### src/rtl/comp_track_param.sv
// Registered magnitude comparator with runtime signed/unsigned mode, plus a
// running min/max tracker on operand A and saturating gt/eq event counters.
module comp_track_param #(
  parameter int WIDTH = 8,
  parameter int CNT_W = 8
) (
  input  logic             clk,
  input  logic             rst,
  input  logic             in_valid,
  input  logic             signed_mode,
  input  logic [WIDTH-1:0] a,
  input  logic [WIDTH-1:0] b,
  input  logic             clear,
  output logic             out_valid,
  output logic             a_gt_b,
  output logic             a_eq_b,
  output logic             a_lt_b,
  output logic [WIDTH-1:0] max_a,
  output logic [WIDTH-1:0] min_a,
  output logic             track_valid,
  output logic [CNT_W-1:0] gt_count,
  output logic [CNT_W-1:0] eq_count
);

  localparam int MSB = WIDTH - 1;
  localparam logic [CNT_W-1:0] CntMax = '1;

  // Differing MSBs settle the compare directly: in signed mode the operand with
  // the clear sign bit wins, in unsigned mode the one with the set MSB wins.
  function automatic logic isGreater(input logic [WIDTH-1:0] x,
                                     input logic [WIDTH-1:0] y,
                                     input logic             signedCmp);
    if (x[MSB] != y[MSB])
      return signedCmp ? y[MSB] : x[MSB];
    else
      return x[MSB-1:0] > y[MSB-1:0];
  endfunction

  function automatic logic [CNT_W-1:0] countNext(input logic [CNT_W-1:0] cnt,
                                                 input logic             hit,
                                                 input logic             restart);
    if (restart)
      return hit ? CntMax'(1) & CntMax : '0;
    else if (hit && cnt != CntMax)
      return cnt + 1'b1;
    else
      return cnt;
  endfunction

  logic             pairGt;
  logic             pairEq;
  logic             pairLt;
  logic             newMax;
  logic             newMin;
  logic [WIDTH-1:0] maxNext;
  logic [WIDTH-1:0] minNext;
  logic             trackNext;
  logic [CNT_W-1:0] gtNext;
  logic [CNT_W-1:0] eqNext;

  always_comb begin
    pairGt = isGreater(a, b, signed_mode);
    pairEq = (a == b);
    pairLt = !pairGt && !pairEq;
    newMax = isGreater(a, max_a, signed_mode);
    newMin = isGreater(min_a, a, signed_mode);
  end

  always_comb begin
    // NOTE: every output of this block gets a default first so no path leaves
    // a variable unassigned, which would otherwise infer a latch.
    maxNext   = max_a;
    minNext   = min_a;
    trackNext = track_valid;
    gtNext    = gt_count;
    eqNext    = eq_count;
    if (in_valid) begin
      trackNext = 1'b1;
      gtNext    = countNext(gt_count, pairGt, clear);
      eqNext    = countNext(eq_count, pairEq, clear);
      if (clear || !track_valid) begin
        maxNext = a;
        minNext = a;
      end else begin
        if (newMax) maxNext = a;
        if (newMin) minNext = a;
      end
    end else if (clear) begin
      maxNext   = '0;
      minNext   = '0;
      trackNext = 1'b0;
      gtNext    = '0;
      eqNext    = '0;
    end
  end

  // Compare flags: clear never touches them; they hold between accepted pairs.
  always_ff @(posedge clk or posedge rst) begin
    if (rst) begin
      out_valid <= 1'b0;
      a_gt_b    <= 1'b0;
      a_eq_b    <= 1'b0;
      a_lt_b    <= 1'b0;
    end else begin
      // NOTE: non-blocking assignments so every register samples pre-edge values.
      out_valid <= in_valid;
      if (in_valid) begin
        a_gt_b <= pairGt;
        a_eq_b <= pairEq;
        a_lt_b <= pairLt;
      end
    end
  end

  always_ff @(posedge clk or posedge rst) begin
    if (rst) begin
      max_a       <= '0;
      min_a       <= '0;
      track_valid <= 1'b0;
      gt_count    <= '0;
      eq_count    <= '0;
    end else begin
      max_a       <= maxNext;
      min_a       <= minNext;
      track_valid <= trackNext;
      gt_count    <= gtNext;
      eq_count    <= eqNext;
    end
  end

endmodule
### config.mk
export PLATFORM = sky130hd
export DESIGN_NAME = comp_track_param
export DESIGN_NICKNAME = d
export VERILOG_FILES = /design/src/rtl/comp_track_param.sv
export SDC_FILE = /design/constraint.sdc
export NUM_CORES = 1
export LEC_CHECK = 0
export BUFFER_PORTS_ARGS = -buffer_cell sky130_fd_sc_hd__buf_2
export CELL_PAD_IN_SITES_DETAIL_PLACEMENT = 0
export CELL_PAD_IN_SITES_GLOBAL_PLACEMENT = 1
export CORE_AREA = 3 3 89 91
export CTS_CLUSTER_SIZE = 14
export DETAILED_ROUTE_END_ITERATION = 12
export DIE_AREA = 0 0 92 94
export PLACE_DENSITY = 0.71
export SETUP_SLACK_MARGIN = 0.4
export SLEW_MARGIN = 0
export SYNTH_ARGS = -nofsm -noshare
export SYNTH_HDL_FRONTEND = slang
export SYNTH_SLANG_ARGS = --single-unit
### constraint.sdc
create_clock -name clk -period 1.9 [get_ports clk]
set_clock_uncertainty 0.1 [all_clocks]
set_input_delay 0.19 -clock clk [delete_from_list [all_inputs] [get_ports clk]]
set_output_delay 0.19 -clock clk [all_outputs]
set_load 0.02 [all_outputs]
# After elaboration in Yosys (flattened, before gate mapping)
# Index checks and enable logic that the tools add are counted.
[classes]
addsub = 2
n_mul = 0
div_mod_pow = 0
order_cmp = 3
n_eq_ne = 8
shifts = 0
muxes = 23
bitwise = 0
reduce_logical = 14
[ops]
columns = ["operator", "n"]
rows = [
  ["$mux W8", 13],
  ["$gt A7 B7 Y1", 3],
  ["$add A8 B1 Y8 const B", 2],
  ["$ne A8 B8 Y1 const B", 2],
  ["$mux W1", 10],
  ["$eq A8 B8 Y1", 1],
  ["$reduce_and A2 Y1", 4],
  ["$ne A3 B1 Y1 const B", 2],
  ["$reduce_bool A2 Y1", 3],
  ["$logic_and A1 B1 Y1", 3],
  ["$logic_not A1 Y1", 3],
  ["$ne A1 B1 Y1", 3],
  ["$logic_or A1 B1 Y1", 1],
]
[word_totals]
ff_bits = 37
latchBits = 0
ramBits = 0
romBits = 0
word_cells = 59
memories = 0

# Depth between registers and ports, before layout
# Gate-level depths: netlist of run 1.
[depth]
ltp_word = 6
mapped_depth = 9
mapped_depth_nobuf = 8

# Worst setup path after synthesis of run 1
# Ideal clock, no wire load.
[synth_timing]
path_kind = "reg-to-reg"
startpoint = "register max_a[1]"
endpoint = "register max_a[7]"
setup_time_ns = 0.121
arrival_ns = 1.835
t_required_ns = 1.679
setup_slack_ns = -0.156
path_stages_with_launch = 9
path_buffers = 0
period_less_slack_ns = 2.056
path_cell_list = "dfrtp_1 inv_1 ha_1 nor2b_1 o21ai_0 a21oi_1 o31ai_1 a21oi_1 a22o_1"
[synth_via]
elab_chain_len = 4
[synth_rtl]
columns = ["element", "line", "rtl"]
rows = [
  ["from (decl)", "18", "output logic [WIDTH-1:0] max_a,"],
  ["from (signal assigned)", "123", "max_a <= maxNext;"],
  ["$gt A7 B7 Y1", "36", "return x[MSB-1:0] > y[MSB-1:0];"],
  ["$mux W1", "33", "if (x[MSB] != y[MSB])"],
  ["$ne A3 B1 Y1 (no line)", "--", ""],
  ["$reduce_and A2 Y1 (no line)", "--", ""],
]
# Every way passes these cells.
# A chain may end at the register's enable or synchronous reset.

# Final worst setup path of run 1
[layout_timing]
startpoint = "register max_a[1]"
endpoint = "register max_a[1]"
# The elaborated chain is that of the path after synthesis.

==> results of run 1 <==
[registers in the layout, indices dropped and copies added (netlist names)]
name	cells
eq_count	8
gt_count	8
max_a	8
min_a	8
a_eq_b	1
a_gt_b	1
a_lt_b	1
out_valid	1
track_valid	1
[routing by layer]
metal | up-vias | wire, um | track usage | share of wire
li1 | 1121 | - | - | -
met1 | 1136 | 3167 | 0.2174 | 0.45
met2 | 53 | 3549 | 0.2707 | 0.50
met3 | 5 | 345 | 0.03045 | 0.049
met4 | 0 | 48 | 0.04208 | 0.0067
met5 | - | 0 | 0 | 0
[layout make-up]
class	count	area, sq um	share of cell area
inverters	30	147.6	0.03712
well taps	99	123.9	0.03114
flip-flops and latches	37	938.4	0.2359
clock inverters	3	17.52	0.004404
multi-input cells	171	1745	0.4388
repair buffers	124	935.9	0.2353
clock buffers	5	68.82	0.01730
[cells by family (layout without fill, tap and decap cells)]
family | after synthesis | count (layout) | share of synthesized area
AOI/OAI and AO/OA | 72 | 72 | 0.2217
and+or+nand+nor | 72 | 72 | 0.1685
DFF | 37 | 37 | 0.4061
buffers and inverters | 35 | 162 | 0.05817
adders and majority gates | 23 | 23 | 0.1262
xor gates and xnor gates | 3 | 3 | 0.01482
muxes | 1 | 1 | 0.004391
[cells in the mapped netlist, types with 2 or more instances]
cell type,instances
o21ai_0,10
nand2b_1,12
dfrtp_1,37
or3_1,2
inv_1,29
nor2b_1,8
o211a_1,2
a211oi_1,3
clkbuf_1,4
o31ai_1,5
o2bb2ai_1,3
ha_1,23
o21ai_1,11
and3_1,5
nand4_1,4
a22o_1,17
xor2_1,2
nand2_1,11
nand3_1,8
a211o_1,2
a21oi_1,13
nor2_1,14
nor3_1,3
[stage by stage]
| stage | hold slack (ps) | power (mW) | util | std cells | cell area [sq um] |
|---|---|---|---|---|---|
| 2_1_floorplan | 121.4 | 1.303 | - | 243 | 2532 |
| 3_3_place_gp | 244.6 | 1.590 | 0.4478 | 434 | 3231 |
| 3_5_place_dp | 246.7 | 1.604 | 0.4478 | 434 | 3231 |
| 4_1_cts | 55.98 | 2.257 | 0.5140 | 458 | 3709 |
| 5_1_grt | 52.48 | 2.502 | 0.5513 | 469 | 3978 |
| 6_report | 53.05 | 2.364 | 0.5513 | 469 | 3978 |
[cells in the final DEF (no fill, tap or decap), drive strengths merged, types with 4 or more instances in the layout]
cell,n
nand2b,12
nand4,4
inv,30
o31ai,5
clkbuf,5
a22o,17
ha,23
buf,123
and3,5
a21oi,13
nor2,14
o21ai,21
nand3,8
nor2b,8
nand2,11
dfrtp,37
[worst max-delay path, cell delays in order (launching register included)]
cell	delay (ps)
dfrtp_2	410
inv_2	60
ha_4	190
nor2b_4	120
o21ai_2	190
a21oi_4	90
o31ai_4	270
buf_4	160
o2bb2ai_4	180
a22o_1	180
[where the power goes]
part | internal (mW) | switching (mW)
combinational | 0.456 | 0.448
sequential | 0.849 | 0.0497
clock | 0.254 | 0.308
total | 1.56 | 0.805
[worst max path at each step]
stage	depth (start not counted)	from	slack, ps	end
5_1_grt	9	max_a[1]	-190	max_a[1]
6_report	9	max_a[1]	-120	max_a[1]
3_5_place_dp	8	b[5]	-300	eq_count[6]
3_3_place_gp	9	b[5]	-260	eq_count[7]
4_1_cts	9	max_a[1]	-60	max_a[1]
2_1_floorplan	8	max_a[1]	-10	max_a[1]
[timing repair]
item                       in CTS  in global routing
hold buffers                    1                  0
gates cloned                    1                  0
buffers inserted               14                 11
hold endpoints to repair       37                  0
pin swaps                      24                 22
gates resized for setup        63                 30
setup endpoints to repair      34                 32
==> impl_metrics.env, run 1 <==
export IMPL_violations="setup timing"
export IMPL_fillers=655
export IMPL_port_buffers=57
export IMPL_drive_gt1_frac=0.5838
export IMPL_hold_viol=0
export IMPL_pre_cts_ws_ps=-296.3
export IMPL_critPathArrivalTime_ps=2150
export IMPL_die_area_sq_mm=0.008648
export IMPL_r2r_cells=9
export IMPL_synth_flop_cell="dfrtp_1"
export IMPL_cts_root_buf="clkbuf_8"
export IMPL_period_minus_slack_ps=2019
export IMPL_setup_violations=16
export IMPL_path_class="register to register"
export IMPL_initial_utilization=0.3160
export IMPL_ant_nets=0
export IMPL_htreeDepth=2
export IMPL_yosysTopAreaCell="dfrtp_1"
export IMPL_routed_wl_mm=7.112
export IMPL_drc=0
export IMPL_status="complete, but fails checks"
export IMPL_cts_sinks=37
export IMPL_syn_to_final_growth_pct=74.48
export IMPL_syn_area_per_cell_sq_um=9.381
export IMPL_synth_seq_cells=37
export IMPL_clock_latency_ps=300
export IMPL_ys_seq_area_frac=0.4061
export IMPL_final_nets=413
export IMPL_reg2reg_to="max_a[1]"
export IMPL_grt_pass1_vias=2369
export IMPL_via_count=2315
export IMPL_worst_setup_path_end_kind="register"
export IMPL_overflow=0
export IMPL_rsz0062_at_grt="true"
export IMPL_die_h_um=94
export IMPL_yosysWarnings=0
export IMPL_antenna_found_initial=0
export IMPL_rows=31
export IMPL_syn_area_sq_mm=0.002280
export IMPL_routedWlPerCell_um=15.16
export IMPL_core_area_sq_mm=0.007214
export IMPL_r2r_start="max_a[1]"
export IMPL_min_to="min_a[5]"
export IMPL_tightest_slew_ps=594.7
export IMPL_grt_max_degree=38
export IMPL_clk_pin_slew_ps=80
export IMPL_powerDensity_mw_per_mm2=594.3
export IMPL_regToRegSetupSlack_ps=-120
export IMPL_synth_top_cell_area_share=0.4061
export IMPL_async_flop_share=1.000
export IMPL_synth_edf_count=0
export IMPL_ir_worst_vdd_mv=0.3842
export IMPL_slew_headroom=0.6011
export IMPL_min_from="a[5]"
export IMPL_leakage_nw=1.807
export IMPL_dp_hpwl_mm=4.824
export IMPL_clockBufferDepth=2
export IMPL_io_pins=58
export IMPL_hp_class="primary input to register"
export IMPL_avgViaCountPerCell=4.936
export IMPL_drt_pass1_iter_count=4
export IMPL_synth_cells=243
export IMPL_fmax_ghz=0.4952
export IMPL_setup_tns_ps=-1318
export IMPL_drtIter0Drc=58
export IMPL_track_usage=0.1625
export IMPL_start_kind="register"
export IMPL_final_max_slew_viol_count=0
export IMPL_grt_pass1_wl_mm=11.18
export IMPL_cts_tree="built"
export IMPL_worst_slack_ps=-119.2
export IMPL_die_x_um=92
export IMPL_holdPathStages=2
export IMPL_crit_required_ps=2030
export IMPL_antennaDiodeCount=0
export IMPL_fin_crit_sh=1.063
export IMPL_gp_congestion=0.7798
export IMPL_synth_net_count=287
export IMPL_critical_path_peak_fanout=8
export IMPL_synth_area_leaders="dfrtp_1 41%, ha_1 13%, a22o_1 6.5%, inv_1 4.8%, nand2b_1 3.3%"
export IMPL_cts_made_buffers=5
export IMPL_synthDistinctLibCells=38
export IMPL_cap_violations=0
Note: power is estimated with default switching activity, not from simulation.
==> inputs of run 2 (changes only) <==
==> constraint.sdc (replaced) <==
create_clock -name clk -period 1.9 [get_ports clk]
set_clock_uncertainty 0.1 [all_clocks]
set_input_delay 0.38 -clock clk [delete_from_list [all_inputs] [get_ports clk]]
set_output_delay 0.38 -clock clk [all_outputs]
set_load 0.02 [all_outputs]
==> impl_metrics.env, run 2 (synthesis gave the netlist of run 1 again) <==
export IMPL_critPathTopFamily="simple AND/OR/NAND/NOR gates"
export IMPL_hold_viol=0
export IMPL_overflow=0
export IMPL_avgViaCountPerCell=4.811
export IMPL_drtIter0Drc=47
export IMPL_ir_worst_vdd_mv=0.3142
export IMPL_drc=0
export IMPL_antennaDiodeCount=0
export IMPL_ant_nets=0
export IMPL_critPathArrivalTime_ps=2110
export IMPL_critPathLaunch="a[3]"
export IMPL_cts_root_buf="clkbuf_8"
export IMPL_period_minus_slack_ps=2017
export IMPL_worst_setup_path_end_kind="register"
export IMPL_cp_slowest_stage_delay_ps=600
export IMPL_routedWlPerCell_um=13.97
export IMPL_regToRegSetupSlack_ps=-80
export IMPL_grt_pass1_vias=2198
export IMPL_path_class="primary input to register"
export IMPL_antenna_found_initial=0
export IMPL_fin_crit_sh=1.061
export IMPL_final_common_cell="buf_4"
export IMPL_reg2reg_to="max_a[3]"
export IMPL_via_count=2189
export IMPL_clock_latency_ps=300
export IMPL_rows=31
export IMPL_rsz0062_at_grt="true"
export IMPL_tightest_slew_ps=494.1
export IMPL_setup_violations=21
export IMPL_cts_tree="built"
export IMPL_die_h_um=94
export IMPL_hp_class="primary input to async pin"
export IMPL_htreeDepth=2
export IMPL_powerDensity_mw_per_mm2=624.4
export IMPL_die_area_sq_mm=0.008648
export IMPL_placed_area_sq_mm=0.003202
export IMPL_cp_common_cell="buf_4"
export IMPL_fin_area_sq_mm=0.003562
export IMPL_core_area_sq_mm=0.007214
export IMPL_worst_slack_ps=-116.7
export IMPL_r2r_start="max_a[1]"
export IMPL_track_usage=0.1532
export IMPL_drive_gt1_frac=0.4803
export IMPL_grt_pass1_wl_mm=10.54
export IMPL_crit_buf_inv=2
export IMPL_routed_wl_mm=6.355
export IMPL_critical_path_peak_fanout=5
export IMPL_io_pins=58
export IMPL_port_buffers=57
export IMPL_pre_cts_ws_ps=-538.1
export IMPL_final_cell_mix="47 x buf_4, 44 x buf_2, 35 x dfrtp_1"
export IMPL_crit_slowest_cell="or4b_4"
export IMPL_start_kind="primary input"
export IMPL_violations="setup timing"
export IMPL_crit_required_ps=2000
export IMPL_gp_congestion=0.8159
export IMPL_final_max_slew_viol_count=0
export IMPL_cap_violations=0
export IMPL_timing_hold_ws_ps=86.27
export IMPL_initial_utilization=0.3160
export IMPL_clk_pin_slew_ps=90
export IMPL_final_nets=399
export IMPL_r2r_cells=9
export IMPL_syn_to_final_growth_pct=56.26
export IMPL_clockBufferDepth=2
export IMPL_slew_headroom=0.6706
export IMPL_cts_made_buffers=5
export IMPL_crit_chain="buf_4 -> ha_4 -> nand4_1 -> or4b_4 -> a31oi_4 -> buf_4 -> mux2i_1 -> nor2_1"
export IMPL_die_x_um=92
export IMPL_path_depth=8
export IMPL_cts_sinks=37
export IMPL_fmax_ghz=0.4959
export IMPL_leakage_nw=1.723
export IMPL_grt_max_degree=38
export IMPL_status="complete, but fails checks"
export IMPL_drt_pass1_iter_count=4
export IMPL_dp_hpwl_mm=4.824
run 2: cell count changes in the layout (fill, tap and decap cells not counted), sizes merged:
cell and change:
dlygate4sd3 -1, buf -13
run 2: power breakdown:
part | internal [mW] | switching [mW]
logic | 0.376 | 0.397
registers | 0.848 | 0.0453
clock network | 0.254 | 0.305
run 2: final cells by class:
cell class	count	area (sq um)
Sequential cell	37	928.4
Clock inverter	3	17.52
Inverter	30	145.1
Tap cell	99	123.9
Fill cell	701	3652
Clock buffer	5	68.82
Timing Repair Buffer	110	790.8
Multi-Input combinational cell	171	1488
run 2: how the worst max path moves through the flow:
stage,to,slack [ps]
6_report,eq_count[1],-120
5_1_grt,eq_count[1],-170
4_1_cts,eq_count[7],-90
3_5_place_dp,eq_count[5],-540
3_3_place_gp,eq_count[2],-490
2_1_floorplan,eq_count[7],-210
run 2: routing by layer:
metal / global-route usage / vias up / part of all wire
met4: 0.03342 / 0 / 0.0066
met5: 0 / - / 0
met3: 0.02885 / 5 / 0.041
met2: 0.2597 / 45 / 0.48
met1: 0.2031 / 1049 / 0.47
li1: - / 1090 / -
run 2: metrics by stage:
stage | utilization | instances | total power [mW] | setup TNS, ps
CTS | 0.4787 | 451 | 2.209 | -1486
global placement | 0.4438 | 440 | 1.570 | -11350
floorplan | - | 243 | 1.289 | -1477
finish | 0.4938 | 455 | 2.224 | -1037
detailed placement | 0.4438 | 440 | 1.582 | -12550
global route | 0.4938 | 455 | 2.365 | -3047
run 2: worst min-delay path: cells and delay by family:
family | cells | cell delay (ps)
buf+inv | 3 | 550
run 2: what timing repair did:
action,4_1_cts,5_1_grt
pin swaps,18,10
endpoints found under the hold margin,0,0
cloned,1,0
endpoints found under the setup margin,35,39
hold buffers,0,0
gates resized for setup,38,20
buffers inserted,2,4
